File: src/rtl/multi_cycle_ctrl.sv
// Multi-cycle MIPS-subset control FSM: sequences fetch/decode/execute/memory/write-back
// on a shared datapath, stalling on a req/ready memory handshake.
module multi_cycle_ctrl (
    input  logic       clk,
    input  logic       rst,
    input  logic [5:0] op,
    input  logic [5:0] func,
    input  logic       zero,
    input  logic       mem_ready,
    output logic       mem_req,
    output logic       MemRd,
    output logic       MemWr,
    output logic       IorD,
    output logic       IRWr,
    output logic       PCWr,
    output logic       RegWr,
    output logic [1:0] PCSrc,
    output logic       ALUSrcA,
    output logic       ALUSrcB,
    output logic       Extop,
    output logic [3:0] ALUctr,
    output logic [1:0] RegDst,
    output logic [1:0] MemtoReg,
    output logic       instr_done,
    output logic       illegal,
    output logic [3:0] state
);

    typedef enum logic [3:0] {
        FETCH    = 4'd0,
        DECODE   = 4'd1,
        EXEC_R   = 4'd2,
        EXEC_I   = 4'd3,
        MEM_ADDR = 4'd4,
        MEM_RD   = 4'd5,
        MEM_WR   = 4'd6,
        WB_R     = 4'd7,
        WB_I     = 4'd8,
        WB_MEM   = 4'd9,
        BRANCH   = 4'd10,
        JUMP     = 4'd11,
        TRAP     = 4'd12
    } state_t;

    localparam logic [5:0] OP_RTYPE = 6'b000000;
    localparam logic [5:0] OP_ADDI  = 6'b001000;
    localparam logic [5:0] OP_ANDI  = 6'b001100;
    localparam logic [5:0] OP_ORI   = 6'b001101;
    localparam logic [5:0] OP_XORI  = 6'b001110;
    localparam logic [5:0] OP_LUI   = 6'b001111;
    localparam logic [5:0] OP_LW    = 6'b100011;
    localparam logic [5:0] OP_SW    = 6'b101011;
    localparam logic [5:0] OP_BEQ   = 6'b000100;
    localparam logic [5:0] OP_J     = 6'b000010;
    localparam logic [5:0] OP_JAL   = 6'b000011;

    localparam logic [5:0] F_ADD = 6'b100000;
    localparam logic [5:0] F_SUB = 6'b100010;
    localparam logic [5:0] F_AND = 6'b100100;
    localparam logic [5:0] F_OR  = 6'b100101;
    localparam logic [5:0] F_XOR = 6'b100110;
    localparam logic [5:0] F_SLL = 6'b000000;
    localparam logic [5:0] F_SRL = 6'b000010;
    localparam logic [5:0] F_SRA = 6'b000011;
    localparam logic [5:0] F_JR  = 6'b001000;

    localparam logic [3:0] ALU_ADD = 4'd0;
    localparam logic [3:0] ALU_SUB = 4'd1;
    localparam logic [3:0] ALU_AND = 4'd2;
    localparam logic [3:0] ALU_OR  = 4'd3;
    localparam logic [3:0] ALU_XOR = 4'd4;
    localparam logic [3:0] ALU_SLL = 4'd5;
    localparam logic [3:0] ALU_SRL = 4'd6;
    localparam logic [3:0] ALU_SRA = 4'd7;
    localparam logic [3:0] ALU_LUI = 4'd8;

    typedef struct packed {
        logic       mem_req;
        logic       mem_rd;
        logic       mem_wr;
        logic       i_or_d;
        logic       ir_wr;
        logic       pc_wr;
        logic       reg_wr;
        logic [1:0] pc_src;
        logic       alu_src_a;
        logic       alu_src_b;
        logic       ext_op;
        logic [3:0] alu_ctr;
        logic [1:0] reg_dst;
        logic [1:0] mem_to_reg;
        logic       instr_done;
    } ctrl_t;

    state_t cur_state;
    state_t next_state;
    logic   illegal_q;
    ctrl_t  ctl;
    ctrl_t  ctl_out;

    logic       r_valid;
    logic       r_shift;
    logic [3:0] r_alu;
    logic       i_valid;
    logic [3:0] i_alu;

    // NOTE: every combinational output gets a default before the case so no path leaves it unassigned (no latch).
    always_comb begin
        r_valid = 1'b1;
        r_shift = 1'b0;
        r_alu   = ALU_ADD;
        case (func)
            F_ADD:   r_alu = ALU_ADD;
            F_SUB:   r_alu = ALU_SUB;
            F_AND:   r_alu = ALU_AND;
            F_OR:    r_alu = ALU_OR;
            F_XOR:   r_alu = ALU_XOR;
            F_SLL:   begin r_alu = ALU_SLL; r_shift = 1'b1; end
            F_SRL:   begin r_alu = ALU_SRL; r_shift = 1'b1; end
            F_SRA:   begin r_alu = ALU_SRA; r_shift = 1'b1; end
            default: r_valid = 1'b0;
        endcase
    end

    always_comb begin
        i_valid = 1'b1;
        i_alu   = ALU_ADD;
        case (op)
            OP_ADDI: i_alu = ALU_ADD;
            OP_ANDI: i_alu = ALU_AND;
            OP_ORI:  i_alu = ALU_OR;
            OP_XORI: i_alu = ALU_XOR;
            OP_LUI:  i_alu = ALU_LUI;
            default: i_valid = 1'b0;
        endcase
    end

    // NOTE: sequential state uses non-blocking assignments so every register samples pre-edge values.
    always_ff @(posedge clk) begin
        if (rst) begin
            cur_state <= FETCH;
            illegal_q <= 1'b0;
        end else begin
            cur_state <= next_state;
            if (next_state == TRAP) illegal_q <= 1'b1;
        end
    end

    always_comb begin
        ctl        = '0;
        next_state = cur_state;
        case (cur_state)
            FETCH: begin
                ctl.mem_req = 1'b1;
                ctl.mem_rd  = 1'b1;
                if (mem_ready) begin
                    ctl.ir_wr  = 1'b1;
                    ctl.pc_wr  = 1'b1;
                    next_state = DECODE;
                end
            end
            DECODE: begin
                if (op == OP_RTYPE) begin
                    if (func == F_JR)  next_state = JUMP;
                    else if (r_valid)  next_state = EXEC_R;
                    else               next_state = TRAP;
                end else if (i_valid)                  next_state = EXEC_I;
                else if (op == OP_LW || op == OP_SW)   next_state = MEM_ADDR;
                else if (op == OP_BEQ)                 next_state = BRANCH;
                else if (op == OP_J || op == OP_JAL)   next_state = JUMP;
                else                                   next_state = TRAP;
            end
            EXEC_R: begin
                ctl.alu_ctr   = r_alu;
                ctl.alu_src_a = r_shift;
                next_state    = WB_R;
            end
            WB_R: begin
                // ALU selects stay as in EXEC_R so the result is stable while written back
                ctl.alu_ctr    = r_alu;
                ctl.alu_src_a  = r_shift;
                ctl.reg_wr     = 1'b1;
                ctl.reg_dst    = 2'b01;
                ctl.instr_done = 1'b1;
                next_state     = FETCH;
            end
            EXEC_I: begin
                ctl.alu_src_b = 1'b1;
                ctl.ext_op    = (op == OP_ADDI);
                ctl.alu_ctr   = i_alu;
                next_state    = WB_I;
            end
            WB_I: begin
                ctl.reg_wr     = 1'b1;
                ctl.instr_done = 1'b1;
                next_state     = FETCH;
            end
            MEM_ADDR: begin
                ctl.alu_src_b = 1'b1;
                ctl.ext_op    = 1'b1;
                ctl.alu_ctr   = ALU_ADD;
                next_state    = (op == OP_LW) ? MEM_RD : MEM_WR;
            end
            MEM_RD: begin
                ctl.mem_req = 1'b1;
                ctl.mem_rd  = 1'b1;
                ctl.i_or_d  = 1'b1;
                if (mem_ready) next_state = WB_MEM;
            end
            WB_MEM: begin
                ctl.reg_wr     = 1'b1;
                ctl.mem_to_reg = 2'b01;
                ctl.instr_done = 1'b1;
                next_state     = FETCH;
            end
            MEM_WR: begin
                ctl.mem_req = 1'b1;
                ctl.mem_wr  = 1'b1;
                ctl.i_or_d  = 1'b1;
                if (mem_ready) begin
                    ctl.instr_done = 1'b1;
                    next_state     = FETCH;
                end
            end
            BRANCH: begin
                ctl.alu_ctr    = ALU_SUB;
                ctl.ext_op     = 1'b1;
                ctl.pc_wr      = zero;
                ctl.pc_src     = 2'b01;
                ctl.instr_done = 1'b1;
                next_state     = FETCH;
            end
            JUMP: begin
                ctl.pc_wr      = 1'b1;
                ctl.instr_done = 1'b1;
                ctl.pc_src     = (op == OP_RTYPE) ? 2'b11 : 2'b10;
                if (op == OP_JAL) begin
                    ctl.reg_wr     = 1'b1;
                    ctl.reg_dst    = 2'b10;
                    ctl.mem_to_reg = 2'b10;
                end
                next_state = FETCH;
            end
            TRAP:    next_state = TRAP;
            default: next_state = FETCH;
        endcase
    end

    // Reset forces every output low in the same cycle, abandoning any pending access
    assign ctl_out    = rst ? '0 : ctl;
    assign mem_req    = ctl_out.mem_req;
    assign MemRd      = ctl_out.mem_rd;
    assign MemWr      = ctl_out.mem_wr;
    assign IorD       = ctl_out.i_or_d;
    assign IRWr       = ctl_out.ir_wr;
    assign PCWr       = ctl_out.pc_wr;
    assign RegWr      = ctl_out.reg_wr;
    assign PCSrc      = ctl_out.pc_src;
    assign ALUSrcA    = ctl_out.alu_src_a;
    assign ALUSrcB    = ctl_out.alu_src_b;
    assign Extop      = ctl_out.ext_op;
    assign ALUctr     = ctl_out.alu_ctr;
    assign RegDst     = ctl_out.reg_dst;
    assign MemtoReg   = ctl_out.mem_to_reg;
    assign instr_done = ctl_out.instr_done;
    assign illegal    = illegal_q & ~rst;
    assign state      = rst ? 4'd0 : cur_state;

endmodule
File: config.mk
export PLATFORM = sky130hd
export DESIGN_NAME = multi_cycle_ctrl
export DESIGN_NICKNAME = d
export VERILOG_FILES = /design/src/rtl/multi_cycle_ctrl.sv
export SDC_FILE = /design/constraint.sdc
export NUM_CORES = 1
export LEC_CHECK = 0
export BUFFER_PORTS_ARGS = -buffer_cell sky130_fd_sc_hd__clkbuf_2
export CAP_MARGIN = 10
export CORE_UTILIZATION = 46
export CTS_CLUSTER_SIZE = 30
export DETAILED_ROUTE_END_ITERATION = 7
export GPL_ROUTABILITY_DRIVEN = 0
export PLACE_DENSITY_LB_ADDON = 0.2
export SYNTH_ARGS = -nofsm -noshare
export SYNTH_HDL_FRONTEND = slang
export SYNTH_SLANG_ARGS = --single-unit
File: constraint.sdc
create_clock -name clk -period 2.5 [get_ports clk]
set_clock_uncertainty 0.2 [all_clocks]
set_input_delay 0.125 -clock clk [delete_from_list [all_inputs] [get_ports clk]]
set_output_delay 0.125 -clock clk [all_outputs]
set_load 0.03 [all_outputs]
## Word level (Yosys, flattened, before mapping)

Cells that the tools add are included.

- Memories: 0
- Word-level logic and storage cells: 90
- Bits of input ports: 16
- Register bits after elaboration: 5
- Output and inout port bits: 26
- Latch bits: 0
- Bits in read-only memories: 0
- RAM bits: 0

- Equal/unequal tests: 31
- Multiplexer cells: 39
- Bitwise logic cells: 2
- Reductions and logical operators: 16
- Add/subtract/negate cells: 0
- Multiply operators: 0
- Order comparisons: 0
- Shifts and indexed selects: 0
- Divide/modulo/power cells: 0

Operators by type and width:

| kind | number |
|---|---|
| 2-to-1 mux 4 bit | 11 |
| equality test 6 bit (second input constant) | 7 |
| equality test 6 x 4 -> 1 bit (second input constant) | 6 |
| one-hot mux 4 bit (8 select lines) | 1 |
| equality test 4 bit (second input constant) | 6 |
| equality test 6 x 2 -> 1 bit (second input constant) | 4 |
| 2-to-1 mux 21 bit | 1 |
| one-hot mux 3 bit (7 select lines) | 1 |
| equality test 4 x 3 -> 1 bit (second input constant) | 4 |
| one-hot mux 4 bit (4 select lines) | 1 |
| 2-to-1 mux 1 bit | 13 |
| logical NOT 6 bit | 2 |
| one-hot mux 2 bit (2 select lines) | 3 |
| one-hot mux 4 bit (3 select lines) | 1 |
| OR reduction 2 bit | 5 |
| OR reduction 5 bit | 2 |
| OR reduction 3 bit | 3 |
| equality test 4 x 2 -> 1 bit (second input constant) | 2 |
| OR reduction 8 bit | 1 |
| equality test 6 x 3 -> 1 bit (second input constant) | 1 |
| one-hot mux 1 bit (2 select lines) | 3 |
| equality test 4 x 1 -> 1 bit (second input constant) | 1 |
| logical NOT 4 bit | 1 |
| 2-to-1 mux 2 bit | 2 |
| 5 further kinds | 6 |

## Logic depth before layout (Yosys ltp)

Gate-level depths: netlist (run 1).

- Depth after elaboration: 9
- Depth in mapped cells: 6
- Depth with buffers taken out: 5

## Least setup slack after synthesis (run 1)

No wires, ideal clock.

- Path kind: reg-to-output
- Start point: reg cur_state[3]
- End point: out RegDst[1]
- Stages on the path, launching flop included: 5
- Slack: -0.040 ns
- Arrival time: 2.215 ns
- Path buffers: 2
- Required time: 2.175 ns
- Cells stage by stage: dfxtp_1 -> clkbuf_1 -> nand2b_1 -> nor4_1 -> buf_4

- Longest elaborated chain between the ends: 3
- Elaborated cells between the ends (all ways): 4
- Those cells by class: eq/ne (2); mux (2)

RTL lines:

| what | line | RTL |
|---|---|---|
| start, declared | 95 | `state_t cur_state;` |
| start signal, assigned | 144 | `cur_state <= next_state;` |
| equality test 4 bit / equality test 4 x 3 -> 1 bit (equally long branches) | 152 | `case (cur_state)` |
| one-hot mux 2 bit (2 select lines) * | 152 |  |
| 2-to-1 mux 21 bit * | 250 | `assign ctl_out = rst ? '0 : ctl;` |
| end, declared | 22 | `output logic [1:0] RegDst,` |

Every way passes the cells marked *; elsewhere a longest branch is shown, timed or not.

## Worst setup path after layout (run 1)

- Start point: reg cur_state[1]
- End point: out ALUctr[2]

- Longest elaborated chain between the ends: 4
- Elaborated cells between the ends (all ways): 7
- Those cells by class: eq/ne (4); mux (2); reduce/logical (1)

RTL lines:

| what | line | RTL |
|---|---|---|
| equality test 4 x 3 -> 1 bit / equality test 4 x 2 -> 1 bit (equally long branches) | 152 |  |
| OR reduction 2 bit (no source line) | n/a |  |
| one-hot mux 4 bit (3 select lines) * | 152 |  |
| 2-to-1 mux 21 bit * | 250 |  |
| end, declared | 21 | `output logic [3:0] ALUctr,` |

Marks and branches as above.

==> results_dict.tcl, run 1 <==
set metrics [dict create \
    r2r_slack_ns 0.53 \
    grt_overflow 0 \
    synth.avg_cell_area_um2 6.420 \
    synth_top_family_by_area "simple AND/OR/NAND/NOR gates" \
    netlist.area_leader.share 0.1138 \
    grt_antenna_before_repair 0 \
    post_synth_xor_area_fraction 0.02987 \
    dp_hpwl_um 1975 \
    grt_start_max_net_pins 21 \
    routedWlPerCell_um 12.58 \
    synthSimpleGateAreaFrac 0.4011 \
    muxShareOfSynthArea 0.02276 \
    grt_pass1_wl_um 4008 \
    p_per_area_nw_per_um2 761.3 \
    io_pins 42 \
    synth_edf_count 0 \
    yosys_warnings 0 \
    finalWirelength_um 2553 \
    area_growth_pct 29.73 \
    track_usage 0.2541 \
    r2r_cells 6 \
    netlist_top_cells_count "nor2_1 (21), a21oi_1 (12), nand2_1 (12)" \
    irDropWorstVdd_v 0.0004701 \
    drc 0 \
    yosysTopAreaCell "dfxtp_1" \
    period_share 0.9360 \
    hold_viol 0 \
    seq_area_frac_synth 0.1138 \
    cts_root_buf "clkbuf_4" \
    cts_tree "yes" \
    synth_fp_nets 153 \
    setup.worst_path.start "cur_state[1]" \
    fin_nets 195 \
    crit_arrival_ns 2.01 \
    crit_fanout 8 \
    crit_end "ALUctr[2]" \
    final_layout_size_suffix_gt1_frac 0.3258 \
    rsz0062_at_grt "false" \
    comb_power_share 0.686 \
    holdPathStages 4 \
    io_buffers 41 \
    slew_violations 0 \
    p_total_mw 0.8687 \
    synth-compound-area-share 0.3542 \
    endpoint_kind "output pin" \
    num_vias 1166 \
    critPathKind "register to output pin" \
    num_antenna_cells 0 \
    post-cts-setup-buffers 0 \
    synth_cells 137 \
    initial_core_util 0.4986 \
    maxCapViolCount 0 \
    netlist_area_um2 879.6 \
    cts_buffers 3 \
    die-height_um 45.73 \
    r2r_end "illegal_q" \
    ys_types 41 \
    cts_sinks 5 \
    p_int_mw 0.3744 \
    fin_tns_setup_ns 0 \
    p_leak_nw 0.4902 \
    fmax_mhz 427.4 \
    synthTopCellsByArea "dfxtp_1 (11%), nor2_1 (9.0%), a21oi_1 (6.8%)" \
    synthArstFlopShare 0 \
    final_util 0.6468 \
    power_frac_clock 0.108 \
    core-area_um2 1764 \
    htreeDepth 1 \
    setup_viol 0 \
    rows 15 \
    slew_headroom 0.6146 \
    drt_first_pass_iters 4 \
    start_kind "register" \
    p_seq_frac 0.207 \
    switchingPower_mw 0.4943 \
    yosys.area_share.adder 0 \
    fin_crit_ns 2.340 \
    viasPerCell 5.744 \
    grt_pass1_vias 915 \
    worstHoldPathType "input port to register" \
    clock_path_buffers 2 \
    synth_ff_type "dfxtp_1" \
    r2r-start "cur_state[1]" \
    critPathRequiredTime_ns 2.17 \
    antenna_left 0 \
    synth_seq_cells 5 \
    yosysMostFrequentCell "nor2_1" \
    drt_iter0_drc 52 \
    switching_share 0.5690 \
    status "finished, final reports clean" \
    die_area_um2 2091 \
    tightest_slew_ns 0.5728 \
    n_fill_cell 192 \
    clk_latency_ns 0.24 \
    die_x_um 45.73 \
    path_clk_slew_ns 0.05 \
]
## power by group through the flow
stage          logic (mW)  registers, mW  clock network (mW)
2_1_floorplan       0.487          0.125                   0
6_report            0.596          0.180              0.0936
5_1_grt             0.651          0.187               0.105
3_3_place_gp        0.584          0.174                   0
4_1_cts             0.591          0.176              0.0963
3_5_place_dp        0.588          0.177                   0
## flip-flops by register name, indices dropped and copies added (netlist names)
| signal | count |
|---|---|
| cur_state | 4 |
| illegal_q | 1 |
## metrics by stage
stage,std cells,worst slack [ns],area (µm²),hold WS [ns]
after floorplan,137,0.1061,885.9,0.1665
after global placement,199,0.4277,1114,0.2618
after detailed placement,199,0.3792,1114,0.2699
after CTS,203,0.1242,1140,0.09078
after global routing,203,0.004901,1141,0.1253
final,203,0.1600,1141,0.09299
## timing repair
action | CTS | global route
gates resized for setup | 0 | 1
hold buffers | 0 | 0
setup endpoints to repair | 0 | 3
## layout by cell type (no fill, tap or decap), types with 2 or more instances in the layout
cell type	netlist	layout
a211o_1	2	2
a211oi_1	2	2
a21oi_1	12	12
and2_1	2	2
buf_4	1	5
clkbuf_2	0	41
clkbuf_4	0	3
dfxtp_1	5	4
inv_1	6	6
mux2i_1	2	2
nand2_1	12	12
nand2b_1	5	5
nand4_1	3	3
nor2_1	21	21
nor2b_1	4	4
nor3_1	6	6
nor4_1	6	5
o2111ai_1	2	2
o211a_1	3	3
o211ai_1	5	5
o21ai_0	5	5
o21bai_1	2	2
o2bb2ai_1	2	2
or2_2	4	4
xor2_1	2	2
## cell type report
type	count	area, µm²	area share
clock buffer	4	26.28	0.02303
inverter	6	22.52	0.01974
multi-input combinational	117	716.9	0.6283
timing repair buffer	46	242.7	0.2127
tap	25	31.28	0.02741
sequential	5	101.3	0.08882
## worst min-delay path by stage
stage | slack (ns) | startpoint | to
after floorplan | 0.17 | op[4] | cur_state[1]
after global placement | 0.26 | illegal_q | illegal_q
after detailed placement | 0.27 | illegal_q | illegal_q
after CTS | 0.09 | op[4] | cur_state[0]
after global routing | 0.13 | op[4] | cur_state[0]
final | 0.09 | op[4] | cur_state[0]
## logic make-up after synthesis
group / after synthesis
xor gates and xnor gates: 3
buffers and inverters: 15
AOI/OAI and AO/OA: 43
and+or+nand+nor: 69
DFF: 5
muxes: 2
## per-layer routing
layer  global-route usage  wire (µm)  share of wire
met1               0.3753       1194           0.47
met2               0.3943       1154           0.45
met3              0.05556        203          0.080
met4              0.01176          0              0
met5                    0          0              0
## worst max-delay path, stage by stage (launching register included)
cell and delay [ns]:
dfxtp_1 0.47, and2_1 0.29, nand4_1 0.16, or3b_2 0.50
a21oi_1 0.15, clkbuf_2 0.22
Note: power is estimated with default switching activity, not from simulation.
==> run 2: changes to the inputs <==
ABC_CLOCK_PERIOD_IN_PS = 2500   (was default)
CORE_MARGIN = 5   (was default)
PLACE_DENSITY = 0.79   (was default)
PLACE_DENSITY_LB_ADDON = default   (was 0.2)
==> run 2 against run 1 <==
  * Register-to-register slack lost 0.09 ns
  * Sequential power shrank 3%
  * Sequential share of layout area shrank 0.11 points
  * Hold slack gained 0.032 ns
  * Design area is the same
  * Non-clock buffer count shrank 1
  * Via count grew 6.7%
  * Count of clock-buffer cells in the layout is the same
  * Total power grew 2.3%
  * First-iteration DRC count shrank 17%
  * Largest power group unchanged
==> results_dict.tcl, run 2 (synthesis results as in run 1) <==
set metrics [dict create \
    status "finished, final reports clean" \
    routedWlPerCell_um 14.82 \
    max_stage_delay_ns 0.45 \
    p_seq_frac 0.196 \
    slowest_stage "dfxtp_1" \
    track_usage 0.2204 \
    path_buf_inv 1 \
    largest_reg_flops 4 \
    rsz0062_at_grt "false" \
    cts_buffers 3 \
    core-area_um2 1764 \
    crit_fanout 14 \
    layout_commonest_cell "clkbuf_2" \
    stdcell_area_um2 1141 \
    grt_pass1_wl_um 4857 \
    endpoint_kind "output pin" \
    postCtsHoldBufs 0 \
    slew_headroom 0.5445 \
    die_area_um2 2887 \
    drt_iter0_drc 43 \
    slew_violations 0 \
    fin_tns_setup_ns 0 \
    grt_antenna_before_repair 0 \
    irDropWorstVdd_v 0.0003611 \
    fin_crit_ns 2.327 \
    num_antenna_cells 0 \
    top_register "cur_state" \
    rows 15 \
    clock_path_buffers 2 \
    placed_area_um2 1106 \
    grt_pass1_vias 1090 \
    drt_first_pass_iters 4 \
    switchingPower_mw 0.5133 \
    die_x_um 53.73 \
    start_kind "register" \
    fmax_mhz 429.8 \
    tightest_slew_ns 0.6771 \
    period_share 0.9307 \
    worstHoldPathType "input port to register" \
    r2r_cells 6 \
    dp_hpwl_um 2339 \
    fin_nets 194 \
    antenna_left 0 \
    maxCapViolCount 0 \
    p_per_area_nw_per_um2 779.1 \
    post-cts-setup-buffers 0 \
    area_growth_pct 29.73 \
    drc 0 \
    htreeDepth 1 \
    p_int_mw 0.3757 \
    initial_core_util 0.4986 \
    die-height_um 53.73 \
    cts_root_buf "clkbuf_4" \
    clk_latency_ns 0.23 \
    power_frac_clock 0.102 \
    setup_viol 0 \
    cp_num_cells 6 \
    crit_arrival_ns 2.00 \
    cts_tree "yes" \
    worst_slack_ns 0.1732 \
    critPathKind "register to output pin" \
    comb_power_share 0.703 \
    reg_top3 "cur_state x4, illegal_q x1" \
    p_leak_nw 0.4855 \
    layoutNonFillerInstCount 202 \
    final_cell_mix "clkbuf_2 (41), nor2_1 (20), nand2_1 (12), a21oi_1 (12)" \
    finalWirelength_um 2994 \
    critPathRequiredTime_ns 2.17 \
    switching_share 0.5774 \
    final_layout_size_suffix_gt1_frac 0.3277 \
    io_pins 42 \
    viasPerCell 6.158 \
    cts_sinks 5 \
    pre_cts_ws_ns 0.3847 \
    cp_top_family "simple AND/OR/NAND/NOR gates" \
    path_cells "nor2b_1 -> nand4_1 -> or2_2 -> a211o_1 -> a21oi_1 -> clkbuf_2" \
    io_buffers 41 \
    hold_viol 0 \
    path_clk_slew_ns 0.04 \
    num_vias 1244 \
    n_fill_cell 177 \
    dp_cells 198 \
    grt_start_max_net_pins 21 \
    holdPathStages 4 \
    grt_overflow 0 \
    final_util 0.6468 \
]
-- run 2: path summary, 6_finish.rpt --
check | startpoint | endpoint | slack (ns)
setup / recovery | cur_state[3] | Extop | 0.17
setup reg to reg | cur_state[2] | illegal_q | 0.44
hold / removal | op[4] | cur_state[0] | 0.13
hold reg to reg | illegal_q | illegal_q | 0.29
-- run 2: power by group through the flow --
stage                     Sequential [mW]  Clock [mW]  Combinational, mW
after floorplan                     0.125           0              0.487
after global placement              0.167           0              0.594
after detailed placement            0.171           0              0.607
after CTS                           0.170      0.0924              0.611
after global routing                0.179       0.105              0.680
final                               0.174      0.0905              0.625
-- run 2: worst reg2reg max path, stage by stage, from the launching register on --
cell      delay [ns]
dfxtp_1         0.48
nor4b_1         0.45
buf_4           0.20
o21ai_0         0.10
a211oi_2        0.19
a211oi_1        0.11
o32ai_2         0.25
-- run 2: layout make-up --
type	instances	area [µm²]	share of cell area
clock buffer	4	26.28	0.02303
inverter	6	22.52	0.01974
multi-input combinational	117	725.7	0.6360
sequential	5	100.1	0.08772
tap	25	31.28	0.02741
timing repair buffer	45	235.2	0.2061
-- run 2: layer usage --
metal	vias to the layer above	global-route usage	share of wire
met3	8	0.04432	0.087
met1	585	0.2735	0.42
met2	57	0.3790	0.47
li1	594	-	-
met5	-	0	0
met4	0	0.06383	0.018
-- run 2: per-stage QoR --
step	hold WS, ns	power [mW]
floorplan	0.1665	0.6127
global placement	0.2580	0.7610
detailed placement	0.2824	0.7777
CTS	0.1076	0.8737
global route	0.1297	0.9650
finish	0.1251	0.8890
-- run 2: timing repair --
action                     in CTS  in global routing
gates resized for setup         0                  2
setup endpoints to repair       0                  4
hold endpoints to repair        0                  0
